<file path="config.mk">
export PLATFORM = sky130hd
export DESIGN_NAME = axi_lite_master_cmd_flat
export DESIGN_NICKNAME = d
export VERILOG_FILES = /design/src/rtl/axi_lite_master_cmd_if.sv /design/src/rtl/axi_lite_master_cmd.sv /design/src/flat_wrapper.sv
export SDC_FILE = /design/constraint.sdc
export NUM_CORES = 1
export LEC_CHECK = 0
export ABC_AREA = 1
export ABC_CLOCK_PERIOD_IN_PS = 2000
export CAP_MARGIN = 15
export CORE_MARGIN = 4
export CORE_UTILIZATION = 25
export DETAILED_ROUTE_END_ITERATION = 10
export SLEW_MARGIN = 20
export SYNTH_ARGS = -nofsm -noshare
export SYNTH_HDL_FRONTEND = slang
export SYNTH_SLANG_ARGS = --single-unit
</file>
<file path="constraint.sdc">
create_clock -name axi_aclk -period 2 [get_ports axi_aclk]
set_clock_uncertainty 0.15 [all_clocks]
set_input_delay 0.4 -clock axi_aclk [delete_from_list [all_inputs] [get_ports axi_aclk]]
set_output_delay 0.4 -clock axi_aclk [all_outputs]
set_load 0.05 [all_outputs]
</file>
<file path="src/rtl/axi_lite_master_cmd_if.sv">
`default_nettype none
// +--------------------------------------------------------------------------+
// | axi_lite_master_cmd_if                                                   |
// | Command/response port plus AXI4-Lite master bus for axi_lite_master_cmd. |
// | Revision: 1.0                                                            |
// +--------------------------------------------------------------------------+
interface axi_lite_master_cmd_if #(
  parameter int ADDR_WIDTH = 40,
  parameter int DATA_WIDTH = 32
);
  logic                    cmd_valid;
  logic                    cmd_ready;
  logic                    cmd_write;
  logic [ADDR_WIDTH-1:0]   cmd_addr;
  logic [DATA_WIDTH-1:0]   cmd_wdata;
  logic [DATA_WIDTH/8-1:0] cmd_wstrb;

  logic                    rsp_valid;
  logic                    rsp_ready;
  logic [DATA_WIDTH-1:0]   rsp_rdata;
  logic [1:0]              rsp_resp;
  logic                    rsp_timeout;

  logic [ADDR_WIDTH-1:0]   m_axi_awaddr;
  logic [2:0]              m_axi_awprot;
  logic                    m_axi_awvalid;
  logic                    m_axi_awready;
  logic [DATA_WIDTH-1:0]   m_axi_wdata;
  logic [DATA_WIDTH/8-1:0] m_axi_wstrb;
  logic                    m_axi_wvalid;
  logic                    m_axi_wready;
  logic [1:0]              m_axi_bresp;
  logic                    m_axi_bvalid;
  logic                    m_axi_bready;
  logic [ADDR_WIDTH-1:0]   m_axi_araddr;
  logic [2:0]              m_axi_arprot;
  logic                    m_axi_arvalid;
  logic                    m_axi_arready;
  logic [DATA_WIDTH-1:0]   m_axi_rdata;
  logic [1:0]              m_axi_rresp;
  logic                    m_axi_rvalid;
  logic                    m_axi_rready;

  modport master (
    input  cmd_valid, cmd_write, cmd_addr, cmd_wdata, cmd_wstrb, rsp_ready,
    input  m_axi_awready, m_axi_wready, m_axi_bresp, m_axi_bvalid,
    input  m_axi_arready, m_axi_rdata, m_axi_rresp, m_axi_rvalid,
    output cmd_ready, rsp_valid, rsp_rdata, rsp_resp, rsp_timeout,
    output m_axi_awaddr, m_axi_awprot, m_axi_awvalid,
    output m_axi_wdata, m_axi_wstrb, m_axi_wvalid, m_axi_bready,
    output m_axi_araddr, m_axi_arprot, m_axi_arvalid, m_axi_rready
  );

  modport slave (
    output cmd_valid, cmd_write, cmd_addr, cmd_wdata, cmd_wstrb, rsp_ready,
    output m_axi_awready, m_axi_wready, m_axi_bresp, m_axi_bvalid,
    output m_axi_arready, m_axi_rdata, m_axi_rresp, m_axi_rvalid,
    input  cmd_ready, rsp_valid, rsp_rdata, rsp_resp, rsp_timeout,
    input  m_axi_awaddr, m_axi_awprot, m_axi_awvalid,
    input  m_axi_wdata, m_axi_wstrb, m_axi_wvalid, m_axi_bready,
    input  m_axi_araddr, m_axi_arprot, m_axi_arvalid, m_axi_rready
  );
endinterface
`default_nettype wire

</file>
<file path="src/rtl/axi_lite_master_cmd.sv">
`default_nettype none
// +--------------------------------------------------------------------------+
// | axi_lite_master_cmd                                                      |
// | Single-outstanding AXI4-Lite master: one command in, one response out.   |
// | Revision: 1.0                                                            |
// +--------------------------------------------------------------------------+
module axi_lite_master_cmd #(
  parameter int C_M_AXI_ADDR_WIDTH = 40,
  parameter int C_M_AXI_DATA_WIDTH = 32,
  parameter int TIMEOUT_CYCLES     = 1024
) (
  input  logic                 axi_aclk,
  input  logic                 axi_areset,
  axi_lite_master_cmd_if.master bus
);
  localparam int STRB_WIDTH = C_M_AXI_DATA_WIDTH / 8;
  localparam int CNT_WIDTH  = (TIMEOUT_CYCLES > 1) ? $clog2(TIMEOUT_CYCLES) : 1;
  localparam bit TIMEOUT_EN = (TIMEOUT_CYCLES != 0);
  localparam logic [CNT_WIDTH-1:0] CNT_LIMIT =
    (TIMEOUT_CYCLES > 0) ? CNT_WIDTH'(TIMEOUT_CYCLES - 1) : '0;

  localparam logic [2:0] S_IDLE    = 3'd0;
  localparam logic [2:0] S_WR_REQ  = 3'd1;
  localparam logic [2:0] S_WR_RESP = 3'd2;
  localparam logic [2:0] S_RD_REQ  = 3'd3;
  localparam logic [2:0] S_RD_RESP = 3'd4;
  localparam logic [2:0] S_RSP     = 3'd5;

  logic [2:0]                    state;
  logic [2:0]                    state_nxt;

  logic [C_M_AXI_ADDR_WIDTH-1:0] addr_q;
  logic [C_M_AXI_DATA_WIDTH-1:0] wdata_q;
  logic [STRB_WIDTH-1:0]         wstrb_q;
  logic                          aw_done;
  logic                          w_done;
  logic [CNT_WIDTH-1:0]          tmo_cnt;
  logic [C_M_AXI_DATA_WIDTH-1:0] rdata_q;
  logic [1:0]                    resp_q;
  logic                          timeout_q;

  logic cmd_ready;
  logic rsp_valid;
  logic awvalid;
  logic wvalid;
  logic arvalid;
  logic bready;
  logic rready;

  logic cmd_fire;
  logic aw_hs;
  logic w_hs;
  logic ar_hs;
  logic b_hs;
  logic r_hs;
  logic busy;
  logic timeout_hit;

  assign cmd_fire = (state == S_IDLE) && bus.cmd_valid;
  assign aw_hs    = awvalid && bus.m_axi_awready;
  assign w_hs     = wvalid  && bus.m_axi_wready;
  assign ar_hs    = arvalid && bus.m_axi_arready;
  assign b_hs     = bready  && bus.m_axi_bvalid;
  assign r_hs     = rready  && bus.m_axi_rvalid;
  assign busy     = (state == S_WR_REQ) || (state == S_WR_RESP) ||
                    (state == S_RD_REQ) || (state == S_RD_RESP);
  // Fires on the TIMEOUT_CYCLES-th busy cycle after the command was accepted
  assign timeout_hit = TIMEOUT_EN && busy && (tmo_cnt == CNT_LIMIT);

  always_ff @(posedge axi_aclk) begin
    if (axi_areset) begin
      state <= S_IDLE;
    end else begin
      state <= state_nxt;
    end
  end

  always_comb begin
    state_nxt = state;
    case (state)
      S_IDLE: begin
        if (cmd_fire) begin
          state_nxt = bus.cmd_write ? S_WR_REQ : S_RD_REQ;
        end
      end
      S_WR_REQ: begin
        if (timeout_hit) begin
          state_nxt = S_RSP;
        end else if ((aw_done || aw_hs) && (w_done || w_hs)) begin
          state_nxt = S_WR_RESP;
        end
      end
      S_WR_RESP: begin
        if (b_hs || timeout_hit) begin
          state_nxt = S_RSP;
        end
      end
      S_RD_REQ: begin
        if (timeout_hit) begin
          state_nxt = S_RSP;
        end else if (ar_hs) begin
          state_nxt = S_RD_RESP;
        end
      end
      S_RD_RESP: begin
        if (r_hs || timeout_hit) begin
          state_nxt = S_RSP;
        end
      end
      S_RSP: begin
        if (bus.rsp_ready) begin
          state_nxt = S_IDLE;
        end
      end
      default: state_nxt = S_IDLE;
    endcase
  end

  // Handshake outputs are decoded from registered state only, so a timeout
  // or reset removes them on the very next cycle.
  always_comb begin
    cmd_ready = 1'b0;
    rsp_valid = 1'b0;
    awvalid   = 1'b0;
    wvalid    = 1'b0;
    arvalid   = 1'b0;
    bready    = 1'b0;
    rready    = 1'b0;
    case (state)
      S_IDLE:    cmd_ready = 1'b1;
      S_WR_REQ: begin
        awvalid = !aw_done;
        wvalid  = !w_done;
      end
      S_WR_RESP: bready    = 1'b1;
      S_RD_REQ:  arvalid   = 1'b1;
      S_RD_RESP: rready    = 1'b1;
      S_RSP:     rsp_valid = 1'b1;
      default: ;
    endcase
  end

  always_ff @(posedge axi_aclk) begin
    if (axi_areset) begin
      addr_q    <= '0;
      wdata_q   <= '0;
      wstrb_q   <= '0;
      aw_done   <= 1'b0;
      w_done    <= 1'b0;
      tmo_cnt   <= '0;
      rdata_q   <= '0;
      resp_q    <= 2'b00;
      timeout_q <= 1'b0;
    end else begin
      if (cmd_fire) begin
        addr_q  <= bus.cmd_addr;
        wdata_q <= bus.cmd_wdata;
        wstrb_q <= bus.cmd_wstrb;
        aw_done <= 1'b0;
        w_done  <= 1'b0;
        tmo_cnt <= '0;
      end else begin
        if (aw_hs) begin
          aw_done <= 1'b1;
        end
        if (w_hs) begin
          w_done <= 1'b1;
        end
        if (busy && TIMEOUT_EN) begin
          tmo_cnt <= tmo_cnt + CNT_WIDTH'(1);
        end
      end

      // A real response arriving on the limit cycle takes priority
      if (b_hs) begin
        rdata_q   <= '0;
        resp_q    <= bus.m_axi_bresp;
        timeout_q <= 1'b0;
      end else if (r_hs) begin
        rdata_q   <= bus.m_axi_rdata;
        resp_q    <= bus.m_axi_rresp;
        timeout_q <= 1'b0;
      end else if (timeout_hit) begin
        rdata_q   <= '0;
        resp_q    <= 2'b11;
        timeout_q <= 1'b1;
      end
    end
  end

  assign bus.cmd_ready     = cmd_ready;
  assign bus.rsp_valid     = rsp_valid;
  assign bus.rsp_rdata     = rdata_q;
  assign bus.rsp_resp      = resp_q;
  assign bus.rsp_timeout   = timeout_q;

  assign bus.m_axi_awaddr  = addr_q;
  assign bus.m_axi_awprot  = 3'b000;
  assign bus.m_axi_awvalid = awvalid;
  assign bus.m_axi_wdata   = wdata_q;
  assign bus.m_axi_wstrb   = wstrb_q;
  assign bus.m_axi_wvalid  = wvalid;
  assign bus.m_axi_bready  = bready;
  assign bus.m_axi_araddr  = addr_q;
  assign bus.m_axi_arprot  = 3'b000;
  assign bus.m_axi_arvalid = arvalid;
  assign bus.m_axi_rready  = rready;
endmodule
`default_nettype wire

</file>
<file path="src/flat_wrapper.sv">
// flat-port wrapper written by rule: the top's interface ports become plain ports
module axi_lite_master_cmd_flat 
#(
  parameter int C_M_AXI_ADDR_WIDTH = 40,
  parameter int C_M_AXI_DATA_WIDTH = 32,
  parameter int TIMEOUT_CYCLES     = 1024
)
  (axi_aclk, axi_areset, bus_cmd_valid, bus_cmd_write, bus_cmd_addr, bus_cmd_wdata, bus_cmd_wstrb, bus_rsp_ready, bus_m_axi_awready, bus_m_axi_wready, bus_m_axi_bresp, bus_m_axi_bvalid, bus_m_axi_arready, bus_m_axi_rdata, bus_m_axi_rresp, bus_m_axi_rvalid, bus_cmd_ready, bus_rsp_valid, bus_rsp_rdata, bus_rsp_resp, bus_rsp_timeout, bus_m_axi_awaddr, bus_m_axi_awprot, bus_m_axi_awvalid, bus_m_axi_wdata, bus_m_axi_wstrb, bus_m_axi_wvalid, bus_m_axi_bready, bus_m_axi_araddr, bus_m_axi_arprot, bus_m_axi_arvalid, bus_m_axi_rready);
  axi_lite_master_cmd_if #(.ADDR_WIDTH((40)), .DATA_WIDTH(32)) bus_i ();
  input  logic axi_aclk;
  input  logic axi_areset;
  input wire logic [$bits(bus_i.cmd_valid)-1:0] bus_cmd_valid;
  input wire logic [$bits(bus_i.cmd_write)-1:0] bus_cmd_write;
  input wire logic [$bits(bus_i.cmd_addr)-1:0] bus_cmd_addr;
  input wire logic [$bits(bus_i.cmd_wdata)-1:0] bus_cmd_wdata;
  input wire logic [$bits(bus_i.cmd_wstrb)-1:0] bus_cmd_wstrb;
  input wire logic [$bits(bus_i.rsp_ready)-1:0] bus_rsp_ready;
  input wire logic [$bits(bus_i.m_axi_awready)-1:0] bus_m_axi_awready;
  input wire logic [$bits(bus_i.m_axi_wready)-1:0] bus_m_axi_wready;
  input wire logic [$bits(bus_i.m_axi_bresp)-1:0] bus_m_axi_bresp;
  input wire logic [$bits(bus_i.m_axi_bvalid)-1:0] bus_m_axi_bvalid;
  input wire logic [$bits(bus_i.m_axi_arready)-1:0] bus_m_axi_arready;
  input wire logic [$bits(bus_i.m_axi_rdata)-1:0] bus_m_axi_rdata;
  input wire logic [$bits(bus_i.m_axi_rresp)-1:0] bus_m_axi_rresp;
  input wire logic [$bits(bus_i.m_axi_rvalid)-1:0] bus_m_axi_rvalid;
  output wire logic [$bits(bus_i.cmd_ready)-1:0] bus_cmd_ready;
  output wire logic [$bits(bus_i.rsp_valid)-1:0] bus_rsp_valid;
  output wire logic [$bits(bus_i.rsp_rdata)-1:0] bus_rsp_rdata;
  output wire logic [$bits(bus_i.rsp_resp)-1:0] bus_rsp_resp;
  output wire logic [$bits(bus_i.rsp_timeout)-1:0] bus_rsp_timeout;
  output wire logic [$bits(bus_i.m_axi_awaddr)-1:0] bus_m_axi_awaddr;
  output wire logic [$bits(bus_i.m_axi_awprot)-1:0] bus_m_axi_awprot;
  output wire logic [$bits(bus_i.m_axi_awvalid)-1:0] bus_m_axi_awvalid;
  output wire logic [$bits(bus_i.m_axi_wdata)-1:0] bus_m_axi_wdata;
  output wire logic [$bits(bus_i.m_axi_wstrb)-1:0] bus_m_axi_wstrb;
  output wire logic [$bits(bus_i.m_axi_wvalid)-1:0] bus_m_axi_wvalid;
  output wire logic [$bits(bus_i.m_axi_bready)-1:0] bus_m_axi_bready;
  output wire logic [$bits(bus_i.m_axi_araddr)-1:0] bus_m_axi_araddr;
  output wire logic [$bits(bus_i.m_axi_arprot)-1:0] bus_m_axi_arprot;
  output wire logic [$bits(bus_i.m_axi_arvalid)-1:0] bus_m_axi_arvalid;
  output wire logic [$bits(bus_i.m_axi_rready)-1:0] bus_m_axi_rready;
  assign bus_i.cmd_valid = bus_cmd_valid;
  assign bus_i.cmd_write = bus_cmd_write;
  assign bus_i.cmd_addr = bus_cmd_addr;
  assign bus_i.cmd_wdata = bus_cmd_wdata;
  assign bus_i.cmd_wstrb = bus_cmd_wstrb;
  assign bus_i.rsp_ready = bus_rsp_ready;
  assign bus_i.m_axi_awready = bus_m_axi_awready;
  assign bus_i.m_axi_wready = bus_m_axi_wready;
  assign bus_i.m_axi_bresp = bus_m_axi_bresp;
  assign bus_i.m_axi_bvalid = bus_m_axi_bvalid;
  assign bus_i.m_axi_arready = bus_m_axi_arready;
  assign bus_i.m_axi_rdata = bus_m_axi_rdata;
  assign bus_i.m_axi_rresp = bus_m_axi_rresp;
  assign bus_i.m_axi_rvalid = bus_m_axi_rvalid;
  assign bus_cmd_ready = bus_i.cmd_ready;
  assign bus_rsp_valid = bus_i.rsp_valid;
  assign bus_rsp_rdata = bus_i.rsp_rdata;
  assign bus_rsp_resp = bus_i.rsp_resp;
  assign bus_rsp_timeout = bus_i.rsp_timeout;
  assign bus_m_axi_awaddr = bus_i.m_axi_awaddr;
  assign bus_m_axi_awprot = bus_i.m_axi_awprot;
  assign bus_m_axi_awvalid = bus_i.m_axi_awvalid;
  assign bus_m_axi_wdata = bus_i.m_axi_wdata;
  assign bus_m_axi_wstrb = bus_i.m_axi_wstrb;
  assign bus_m_axi_wvalid = bus_i.m_axi_wvalid;
  assign bus_m_axi_bready = bus_i.m_axi_bready;
  assign bus_m_axi_araddr = bus_i.m_axi_araddr;
  assign bus_m_axi_arprot = bus_i.m_axi_arprot;
  assign bus_m_axi_arvalid = bus_i.m_axi_arvalid;
  assign bus_m_axi_rready = bus_i.m_axi_rready;
  axi_lite_master_cmd #(.C_M_AXI_ADDR_WIDTH(C_M_AXI_ADDR_WIDTH), .C_M_AXI_DATA_WIDTH(C_M_AXI_DATA_WIDTH), .TIMEOUT_CYCLES(TIMEOUT_CYCLES)) u_core (.axi_aclk(axi_aclk), .axi_areset(axi_areset), .bus(bus_i));
endmodule
</file>
; After elaboration in Yosys (flattened, before gate mapping)
; Index checks and enable logic that the tools add are counted.
[word_totals]
register_bits = 126
latchBits = 0
mem_bits_rw = 0
rom_bits = 0
output_inout_bits = 164
elab_cells = 69
mem_count = 0
[op_classes]
n_addsub = 1
multipliers = 0
div_mod_pow = 0
magnitude_cmp = 0
n_eq_ne = 12
shifts = 0
mux = 22
n_bitwise = 0
n_reduce_logical = 24
[ops]
columns = operator, n
row1 = $mux 32, 2
row2 = $mux 3, 8
row3 = $pmux 3 s6, 1
row4 = $add 10x1->10 const B, 1
row5 = $eq 10x10->1 const B, 1
row6 = $logic_and 1x1->1, 8
row7 = $mux 2, 4
row8 = $logic_or 1x1->1, 7
row9 = $mux 1, 7
row10 = $eq 3x2->1 const B, 2
row11 = $eq 3x3->1 const B, 2
row12 = $ne 2x2->1 const B, 3
row13 = $reduce_and 6->1, 1
row14 = $reduce_or 2->1, 2
row15 = $eq 3x1->1 const B, 1
row16 = $logic_not 3->1, 1
row17 = $ne 3x1->1 const B, 1
row18 = $ne 3x2->1 const B, 1
row19 = $reduce_bool 3->1, 1
row20 = $reduce_or 3->1, 1
row21 = $logic_not 1->1, 2
row22 = $ne 2x1->1 const B, 1
row23 = $reduce_bool 2->1, 1

; Depth between registers and ports, before layout
; Gate-level depths: netlist of the first run.
[depth]
word_depth = 8
depth_mapped = 11

; Least setup slack after synthesis of the first run
; OpenSTA, ideal clock, no wires.
[synth_timing]
kind = register to register
from = reg u_core.state[2]
to = reg u_core.rdata_q[10], in the netlist u_core.bus.rsp_rdata[10]
setup_time_ns = 0.120
arrival_time_ns = 1.925
required_ns = 1.730
path_slack_ns = -0.195
stages_incl_launch_ff = 8
synth_period_minus_slack_ns = 2.195
cell_sequence = dfxtp_1 inv_1 nand2_1 nor2_1 nand2_1 nand2_1 buf_2 a21oi_1
[synth_via]
word_cells_on_any_way = 15
classes_between = eq/ne: 4 / mux: 3 / reduce/logical: 8
[synth_lines]
columns = item, line_no
row1 = start: declaration, axi_lite_master_cmd.sv:29  ; logic [2:0] state;
row2 = start signal: assignment, axi_lite_master_cmd.sv:74  ; state <= state_nxt;
row3 = $eq 3x2->1, axi_lite_master_cmd.sv:129  ; case (state)
row4 = $mux 1, axi_lite_master_cmd.sv:129
row5 = via bus_m_axi_bready, flat_wrapper.sv:37  ; output wire logic [$bits(bus_i.m_axi_bready)-1:0] bus_m_axi_bready;
row6 = $logic_and 1x1->1, axi_lite_master_cmd.sv:63  ; assign b_hs = bready && bus.m_axi_bvalid;
row7 = $reduce_or 2->1 (no source line), -
row8 = end signal: assignment, axi_lite_master_cmd.sv:180  ; rdata_q <= bus.m_axi_rdata;
row9 = end: declaration, axi_lite_master_cmd.sv:38  ; logic [C_M_AXI_DATA_WIDTH-1:0] rdata_q;
; The timed path passes the listed nets, and every way through them passes these cells.
; A chain may end at the register's enable or synchronous reset.

; Final worst setup path of the first run
[layout_timing]
from = reg u_core.state[1]
to = out bus_m_axi_awvalid
[layout_via]
elab_chain_cells = 2
[layout_lines]
columns = item, line_no
row1 = $eq 3x1->1, axi_lite_master_cmd.sv:129
row2 = $mux 1, axi_lite_master_cmd.sv:129
row3 = end: declaration, flat_wrapper.sv:33  ; output wire logic [$bits(bus_i.m_axi_awvalid)-1:0] bus_m_axi_awvalid;
; Every way passes these cells.

==> out/metrics.yaml, run 1 <==
status: "completed"
antenna_found_initial: 1
setup.worst_path.start_class: "register"
required_ns: 1.45
post-route-drc-count: 0
crit_family: "flip-flops"
path_class: "register to output port"
cp_cell_sequence: "inv_4 -> nand2_4 -> nor2_4 -> inv_2 -> nor2_4 -> buf_12"
grt_overflow_total: 0
crit_buf_inv: 3
grt_pass1_wl_um: 27900
synth_xor_area_share_pct: 0.335
crit_slowest_cell: "dfxtp_4"
reg2reg_setup_slack_ns: 0.18
synthAdderAreaFrac_pct: 0.239
synth_compound_area_share_pct: 13.0
dp_cells: 1172
synth-simple-area-share_pct: 25.3
seq_area_sq_um: 2530
tns_ns: 0
cts_buffers: 17
setup_violations: 0
synth.distinct_cells: 24
hold_path.class: "input pin to register"
final_cells: 1207
yosys_warnings: 0
wl_per_cell_um: 15.1
firstDrtPassIters: 4
vias_per_cell: 4.43
path_common_cell: "nor2_4"
cts_max_level: 4
power_leakage_nw: 3.47
synth_top_family_by_area: "simple AND/OR/NAND/NOR gates"
fin_crit_sh_pct: 97.2
crit_path_max_incr_delay_ns: 0.37
cts.path.max_buffers: 2
coreArea_sq_um: 20400
max_clock_freq_ghz: 0.514
rows: 52
synth-seq-area-share_pct: 48.2
power_density_nw_per_um2: 1400
grt_max_degree: 79
path_clk_slew_ns: 0.06
initialDrtViolationCount: 214
routed_wirelength_um: 18200
multiInputGateArea_sq_um: 2120
num_antenna_cells: 0
ios: 286
grtUsageTotal_pct: 14.6
hold_buffers: 0
synth_cells: 691
die_h_um: 153
ys_ff_latch: 126
ant_nets: 0
postSynthAreaPerCell_sq_um: 7.57
clockRootBuffer: "clkbuf_16"
first_global_vias: 4991
cts_tree: "built"
crit_fanout: 5
slew_viol_final: 0
dp_hpwl_um: 12800
maxCapViolations: 0
nets: 1047
clock_sinks: 126
area_growth_pct: 62.1
synthMuxAreaShare_pct: 0
cp-end-kind: "output port"
die-area_sq_um: 23300
gp_congestion: 0.823
via_count: 5348
fin_crit_ns: 1.94
fill_cells: 2096
drive_above_1_share_pct: 25.8
initial_core_util_pct: 25.6
layout_commonest_cell: "buf_4"
irDropWorstVdd_mv: 0.642
critPathArrivalTime_ns: 1.39
fp.dieW_um: 153
insertion_delay_ns: 0.41
hold_violations: 0
final_cell_mix: "167 x buf_4, 141 x nand2_1, 124 x dfxtp_1, 123 x a21oi_1"
rsz0062_at_grt: "true"
synth.cell_area_sq_um: 5230
port_buffers: 279
[stage by stage]
| step | total power, W | utilization, % | cell area, sq um | hold slack [ns] | worst slack, ns |
|---|---|---|---|---|---|
| floorplan | 0.00677 | - | 5260 | 0.297 | 0.0314 |
| global placement | 0.00839 | 37.9 | 7740 | 0.299 | 0.123 |
| detailed placement | 0.00841 | 37.9 | 7740 | 0.305 | 0.121 |
| CTS | 0.0119 | 41.1 | 8390 | 0.220 | -0.0508 |
| global route | 0.0125 | 41.5 | 8480 | 0.245 | -0.0152 |
| finish | 0.0119 | 41.5 | 8480 | 0.232 | 0.0563 |
[synth_stat cells]
master    count  area share [%]
buf_2        10            0.96
a21oi_1     123              12
nand3_1     119              11
nor3_1        5            0.48
nand4_1       2            0.24
dfxtp_1     126              48
nor2_1       24             1.7
inv_2         2            0.14
nor2_2        2            0.24
nand2_1     146              10
a211oi_1      1            0.14
inv_1        28             2.0
xor2_1        1            0.17
nand3_4       1            0.33
clkbuf_1     32             2.3
conb_1        1           0.072
ha_1          1            0.24
o22ai_1       2            0.24
or2_2         2            0.24
buf_4        50             7.2
buf_6         1            0.22
o21ai_0       9            0.86
nand2_2       2            0.24
xnor2_1       1            0.17
[worst reg2reg max path: cells and delay by family (launching register included)]
kind / cells / cell delay, ns
and+or+nand+nor: 8 / 1.21
DFF: 1 / 0.37
[power breakdown]
part	internal [W]	switching, W	leakage [nW]	total, W
combinational	0.00171	0.00359	2.14	0.00530
clock	0.00212	0.00121	0.306	0.00333
sequential	0.00293	0.000308	1.03	0.00324
total	0.00676	0.00511	3.47	0.0119
[cell families (layout without fill, tap and decap cells)]
| logic type | Yosys count | after routing |
|---|---|---|
| AOI/OAI and AO/OA | 135 | 135 |
| xor gates and xnor gates | 2 | 2 |
| adders and majority gates | 1 | 1 |
| buffers and inverters | 123 | 364 |
| DFF | 126 | 126 |
| other | 1 | 6 |
| and+or+nand+nor | 303 | 303 |
[area by class of cell]
cell class	count	area share, %
Inverter	30	1.39
Sequential cell	126	29.8
Tap cell	270	3.98
Multi-Input combinational cell	447	25.1
Clock buffer	18	5.18
Timing Repair Buffer	302	32.3
Clock inverter	14	2.24
[state kept, by name (all words and copies together) (netlist names)]
name and count:
u_core.bus.m_axi_wstrb 4, u_core.bus.m_axi_wdata 32, u_core.aw_done 1, u_core.bus.rsp_resp 2, u_core.bus.m_axi_araddr 40, u_core.tmo_cnt 10, u_core.bus.rsp_rdata 32, u_core.state 3
u_core.w_done 1, u_core.bus.rsp_timeout 1
[path summary, 6_finish.rpt]
path,start,endpoint,cells past startpoint
min,axi_areset,u_core.state[0],4
max,u_core.state[1],bus_m_axi_awvalid,6
min reg2reg,u_core.bus.m_axi_wdata[15],u_core.bus.m_axi_wdata[15],2
max reg2reg,u_core.state[0],u_core.state[2],8
[layer usage]
layer	GRT usage [%]	vias to the layer above	routed length (um)
met4	3.10	2	117
met2	24.5	189	8950
li1	-	2706	-
met1	18.0	2442	7710
met3	5.77	9	1410
met5	0	-	13
[repair_timing]
item	CTS	global route
setup endpoints to repair	4	28
pin swaps	0	3
cloned	0	1
gates resized for setup	5	20
buffers inserted	1	1
(Power assumes the default switching activity.)
==> run 2: changes to the inputs <==
--- a/config.mk
+++ b/config.mk
@@ -5,11 +5,11 @@
 export SDC_FILE = /design/constraint.sdc
 export NUM_CORES = 1
 export LEC_CHECK = 0
-export ABC_AREA = 1
 export ABC_CLOCK_PERIOD_IN_PS = 2000
 export CAP_MARGIN = 15
 export CORE_MARGIN = 4
 export CORE_UTILIZATION = 25
+export CTS_BUF_LIST = sky130_fd_sc_hd__clkbuf_16
 export DETAILED_ROUTE_END_ITERATION = 10
 export SLEW_MARGIN = 20
 export SYNTH_ARGS = -nofsm -noshare
==> out/metrics.yaml, run 2 <==
grt_max_degree: 47  # -41%
antenna_found_initial: 0  # -1
setup_violations: 0  # unchanged
clock_sinks: 126  # unchanged
crit_fanout: 4  # -1
irDropWorstVdd_mv: 0.545  # -15%
first_global_vias: 4604  # -7.8%
fin_crit_ns: 1.96  # +0.0212 ns
placed_cell_area_sq_um: 7540  # -2.5%
synthTopCellsByArea: "dfxtp_1 51%, nand2_1 12%, a21oi_1 8.8%"
cp_cell_sequence: "buf_6 -> inv_4 -> and3_4 -> nor2b_4 -> buf_12"
synthMuxAreaShare_pct: 0.405  # +0.40 points
num_antenna_cells: 0  # unchanged
drive_above_1_share_pct: 27.4  # +1.6 points
cts_buffers: 17  # unchanged
gp_congestion: 0.744  # -9.7%
postSynthAreaPerCell_sq_um: 8.17  # +7.9%
clockRootBuffer: "clkbuf_16"
cp-end-kind: "output port"
rsz0062_at_grt: "true"
seq_power_share_pct: 27.3  # about the same
synthArstFlopShare_pct: 0  # unchanged
yosysTopAreaCellShare_pct: 51.0  # +2.8 points
synthAdderAreaFrac_pct: 0.253  # +0.014 points
synth-seq-area-share_pct: 51.0  # +2.8 points
initialDrtViolationCount: 177  # -17%
yosysMostFrequentCell: "nand2_1"
power_leakage_nw: 3.45  # -0.65%
coreArea_sq_um: 19500  # -4.7%
layout_commonest_cell: "buf_4"
hold_path.class: "input pin to register"
synth_top_family_by_area: "simple AND/OR/NAND/NOR gates"
grt_overflow_total: 0  # unchanged
path_clk_slew_ns: 0.05  # about the same
nets: 973  # -7.1%
cellInternalPower_w: 0.00684  # +1.2%
crit_buf_inv: 3  # unchanged
rows: 51  # -1.9%
clkPwrFrac_pct: 27.9  # -0.2 points
post-route-drc-count: 0  # unchanged
hold_violations: 0  # unchanged
synth_compound_area_share_pct: 15.7  # +2.7 points
max_clock_freq_ghz: 0.509  # -1.1%
tns_ns: 0  # unchanged
ant_nets: 0  # unchanged
synth.cell_area_sq_um: 4940  # -5.5%
p_switching_w: 0.00477  # -6.5%
required_ns: 1.45  # about the same
power.total_w: 0.0116  # -2.1%
initial_core_util_pct: 25.4  # -0.21 points
synth_common_cells: "159 x nand2_1, 126 x dfxtp_1, 87 x a21oi_1"
synthFlopType: "dfxtp_1"
vias_per_cell: 4.28  # -3.5%
synth_xor_area_share_pct: 1.59  # +1.3 points
fin_util_pct: 42.4  # +0.86 points
port_buffers: 279  # unchanged
cts_max_level: 4  # unchanged
critPathArrivalTime_ns: 1.41  # +0.02 ns
die_h_um: 149  # -2.7%
cts_tree: "built"
largest_reg_flops: 40  # unchanged
crit_family: "simple AND/OR/NAND/NOR gates"
synth-simple-area-share_pct: 19.9  # -5.5 points
design_area_sq_um: 8250  # -2.8%
slew_viol_final: 0  # unchanged
synth.distinct_cells: 40  # +67%
crit_path_max_incr_delay_ns: 0.34  # -0.03 ns
die-area_sq_um: 22100  # -5.2%
cts.path.max_buffers: 2  # unchanged
firstDrtPassIters: 4  # unchanged
dp_hpwl_um: 11400  # -11%
yosysTopAreaCell: "dfxtp_1"
path_class: "register to output port"
insertion_delay_ns: 0.40  # about the same
ys_ff_latch: 126  # unchanged
area_growth_pct: 66.8
synth_cells: 605  # -12%
fp.dieW_um: 149  # -2.7%
maxCapViolations: 0  # unchanged
grt_pass1_wl_um: 24300  # -13%
fin_crit_sh_pct: 98.2  # +1.1 points
synth_edf_count: 0  # unchanged
ios: 286  # unchanged
final_cell_mix: "171 x buf_4, 158 x nand2_1, 123 x dfxtp_1, 120 x clkdlybuf4s50_1, 87 x a21oi_1"
routed_wirelength_um: 16000  # -12%
crit_slowest_cell: "dfxtp_4"
wl_per_cell_um: 14.2  # -5.9%
grtUsageTotal_pct: 13.8  # -0.85 points
yosys_warnings: 0  # unchanged
comb_power_share_pct: 44.8  # +0.2 points
status: "completed"
setup.worst_path.start_class: "register"
power_density_nw_per_um2: 1410  # +0.63%
swShare_pct: 41.1  # -1.9 points
via_count: 4818  # -9.9%
-- run 2: area by class of cell --
cell class | instances | area (sq um)
Fill cell | 1967 | 11200
Timing Repair Buffer | 309 | 2800
Sequential cell | 126 | 2530
Multi-Input combinational cell | 390 | 1940
Clock buffer | 17 | 425
Tap cell | 265 | 332
Clock inverter | 14 | 193
Inverter | 6 | 25.0
-- run 2: kinds of logic after synthesis --
logic type,Yosys count
other,1
buffers and inverters,94
adders and majority gates,1
muxes,2
and+or+nand+nor,238
DFF,126
AOI/OAI and AO/OA,134
xor gates and xnor gates,9
-- run 2: what timing repair did --
action                                  CTS  global route
endpoints found under the setup margin    5             5
gates resized for setup                  11             4
hold buffers                              0             0
buffers inserted                          6             1
pin swaps                                 2             1
-- run 2: path summary, 6_finish.rpt --
kind | slack [ns] | end | cells past startpoint | startpoint
max reg2reg | 0.14 | u_core.state[0] | 6 | u_core.state[1]
max | 0.04 | bus_m_axi_wvalid | 5 | u_core.state[1]
min reg2reg | 0.30 | u_core.bus.m_axi_wdata[26] | 2 | u_core.bus.m_axi_wdata[26]
min | 0.18 | u_core.state[2] | 2 | axi_areset
-- run 2: per-stage QoR --
stage / setup slack (ns) / instances / hold slack [ns]
floorplan: -0.217 / 610 / 0.322
global placement: -0.141 / 1090 / 0.294
detailed placement: -0.139 / 1090 / 0.297
CTS: 0.0145 / 1127 / 0.171
global route: -0.0218 / 1127 / 0.192
finish: 0.0351 / 1127 / 0.183
-- run 2: power groups by stage --
stage	combinational, W	sequential (W)	clock (W)
global placement	0.00506	0.00321	0
detailed placement	0.00507	0.00323	0
floorplan	0.00228	0.00431	0
CTS	0.00523	0.00317	0.00335
finish	0.00520	0.00317	0.00324
global route	0.00552	0.00323	0.00347
-- run 2: per-layer routing --
metal  part of all wire [%]  track usage (%)  up-vias  wire [um]
li1                       -                -     2438          -
met1                     42             16.5     2152       6690
met2                     45             22.0      212       7240
met3                     11             6.09       16       1810
met4                    1.5             5.08        0        244
met5                      0                0        -          0
==> run 3: changes to the inputs <==
--- a/config.mk
+++ b/config.mk
@@ -7,6 +7,7 @@
 export LEC_CHECK = 0
 export ABC_CLOCK_PERIOD_IN_PS = 2000
 export CAP_MARGIN = 15
+export CORE_ASPECT_RATIO = 0.9
 export CORE_MARGIN = 4
 export CORE_UTILIZATION = 25
 export CTS_BUF_LIST = sky130_fd_sc_hd__clkbuf_16
==> out/metrics.yaml, run 3 (synthesis results as in run 2) <==
status: "complete, but fails checks"
violations: "setup timing"
die_h_um: 141  # -4.9%
final_cell_mix: "172 x buf_4, 158 x nand2_1, 123 x dfxtp_1, 120 x clkdlybuf4s50_1, 87 x a21oi_1"
hold_path.class: "input pin to register"
port_buffers: 279  # unchanged
path_clk_slew_ns: 0.06  # about the same
cts_buffers: 17  # unchanged
grt_pass1_wl_um: 24100  # -0.48%
grtUsageTotal_pct: 13.7  # -0.10 points
insertion_delay_ns: 0.40  # about the same
initial_core_util_pct: 25.6  # +0.24 points
clockRootBuffer: "clkbuf_16"
rsz0062_at_grt: "true"
cts_max_level: 4  # unchanged
fin_ws_ns: -0.00231  # -0.0374 ns
maxUsedRoutingLayer: "met4"
power_leakage_nw: 3.48  # +1.0%
largest_reg_flops: 40  # unchanged
multiInputGateArea_sq_um: 1950  # +0.52%
hold_ws_ns: 0.230  # +0.0467 ns
wl_met3_um: 1850  # +1.8%
slew_viol_final: 0  # unchanged
fin_crit_sh_pct: 100  # +1.9 points
firstDrtPassIters: 4  # unchanged
required_ns: 1.45  # about the same
initialDrtViolationCount: 234  # +32%
wl_per_cell_um: 14.6  # +3.1%
hold_violations: 0  # unchanged
coreArea_sq_um: 19300  # -0.94%
pre_cts_slack_ns: -0.116  # +0.0233 ns
first_global_vias: 4475  # -2.8%
post-route-drc-count: 0  # unchanged
num_antenna_cells: 0  # unchanged
fill_cells: 1944  # -1.2%
via_count: 4869  # +1.1%
routed-wl-met2_um: 7500  # +3.6%
tns_ns: -0.00231  # -0.00231 ns
crit_fanout: 4  # unchanged
routed_wirelength_um: 16400  # +2.3%
ant_nets: 0  # unchanged
layout_commonest_cell: "buf_4"
vias_per_cell: 4.35  # +1.8%
drive_above_1_share_pct: 28.1  # +0.70 points
dp_hpwl_um: 11600  # +1.5%
power_density_nw_per_um2: 1420  # +0.56%
grt_max_degree: 43  # -8.5%
drt-met1-wl_um: 6840  # +2.3%
ios: 286  # unchanged
fin_crit_ns: 2.00  # +0.0374 ns
grt_overflow_total: 0  # unchanged
setup.worst_path.start_class: "register"
area_growth_pct: 68.4
gp_congestion: 0.778  # +4.6%
die-area_sq_um: 22100  # about the same
clock_sinks: 126  # unchanged
cts_tree: "built"
irDropWorstVdd_mv: 0.486  # -11%
cp-end-kind: "output port"
setup_violations: 1  # +1
hold_buffers: 0  # unchanged
fp.dieW_um: 156  # +5.1%
antenna_found_initial: 0  # unchanged
max_clock_freq_ghz: 0.499  # -1.9%
rows: 48  # -5.9%
path_class: "register to output port"
maxCapViolations: 0  # unchanged
seq_area_sq_um: 2530  # about the same
nets: 980  # +0.72%
cts.path.max_buffers: 2  # unchanged
critPathArrivalTime_ns: 1.45  # +0.04 ns
-- run 3: area by class of cell --
class                   instances  share of cell area [%]
inverters                       6                   0.361
clock inverters                14                    2.30
flip-flops and latches        126                    30.4
multi-input cells             390                    23.4
well taps                     250                    3.76
repair buffers                316                    34.7
clock buffers                  17                    5.11
-- run 3: metal layers --
layer  vias up  global-route usage [%]
met5         -                       0
met4         0                    3.20
met3        12                    6.77
met2       216                    22.1
met1      2187                    16.4
li1       2454                       -
-- run 3: path summary, 6_finish.rpt --
check	startpoint	to	slack, ns	cells past startpoint
min reg2reg	u_core.bus.m_axi_wdata[28]	u_core.bus.m_axi_wdata[28]	0.30	2
max	u_core.state[2]	bus_m_axi_wvalid	-0.002	5
max reg2reg	u_core.state[2]	u_core.state[0]	0.09	6
min	axi_areset	u_core.bus.rsp_resp[1]	0.23	4
-- run 3: power breakdown --
| part | total (W) | switching [W] | internal [W] |
|---|---|---|---|
| combinational | 0.00537 | 0.00340 | 0.00197 |
| clock | 0.00326 | 0.00118 | 0.00208 |
| sequential | 0.00317 | 0.000260 | 0.00291 |
| total | 0.0118 | 0.00483 | 0.00696 |
-- run 3: critical path, cell delays in order, from the launching register on --
cell,delay [ns]
dfxtp_4,0.35
buf_6,0.13
inv_6,0.05
and3_4,0.21
nor2b_4,0.17
buf_12,0.14
-- run 3: through the flow --
step | area (sq um) | instances | power, W | util (%)
floorplan | 4990 | 610 | 0.00660 | -
global placement | 7530 | 1076 | 0.00829 | 39.1
detailed placement | 7530 | 1076 | 0.00830 | 39.1
CTS | 8240 | 1112 | 0.0118 | 42.7
global route | 8330 | 1119 | 0.0124 | 43.2
finish | 8330 | 1119 | 0.0118 | 43.2
-- run 3: repair_timing --
item	CTS	global route
endpoints found under the setup margin	4	8
resized for setup	15	11
pin swaps	2	2
buffers inserted	5	7
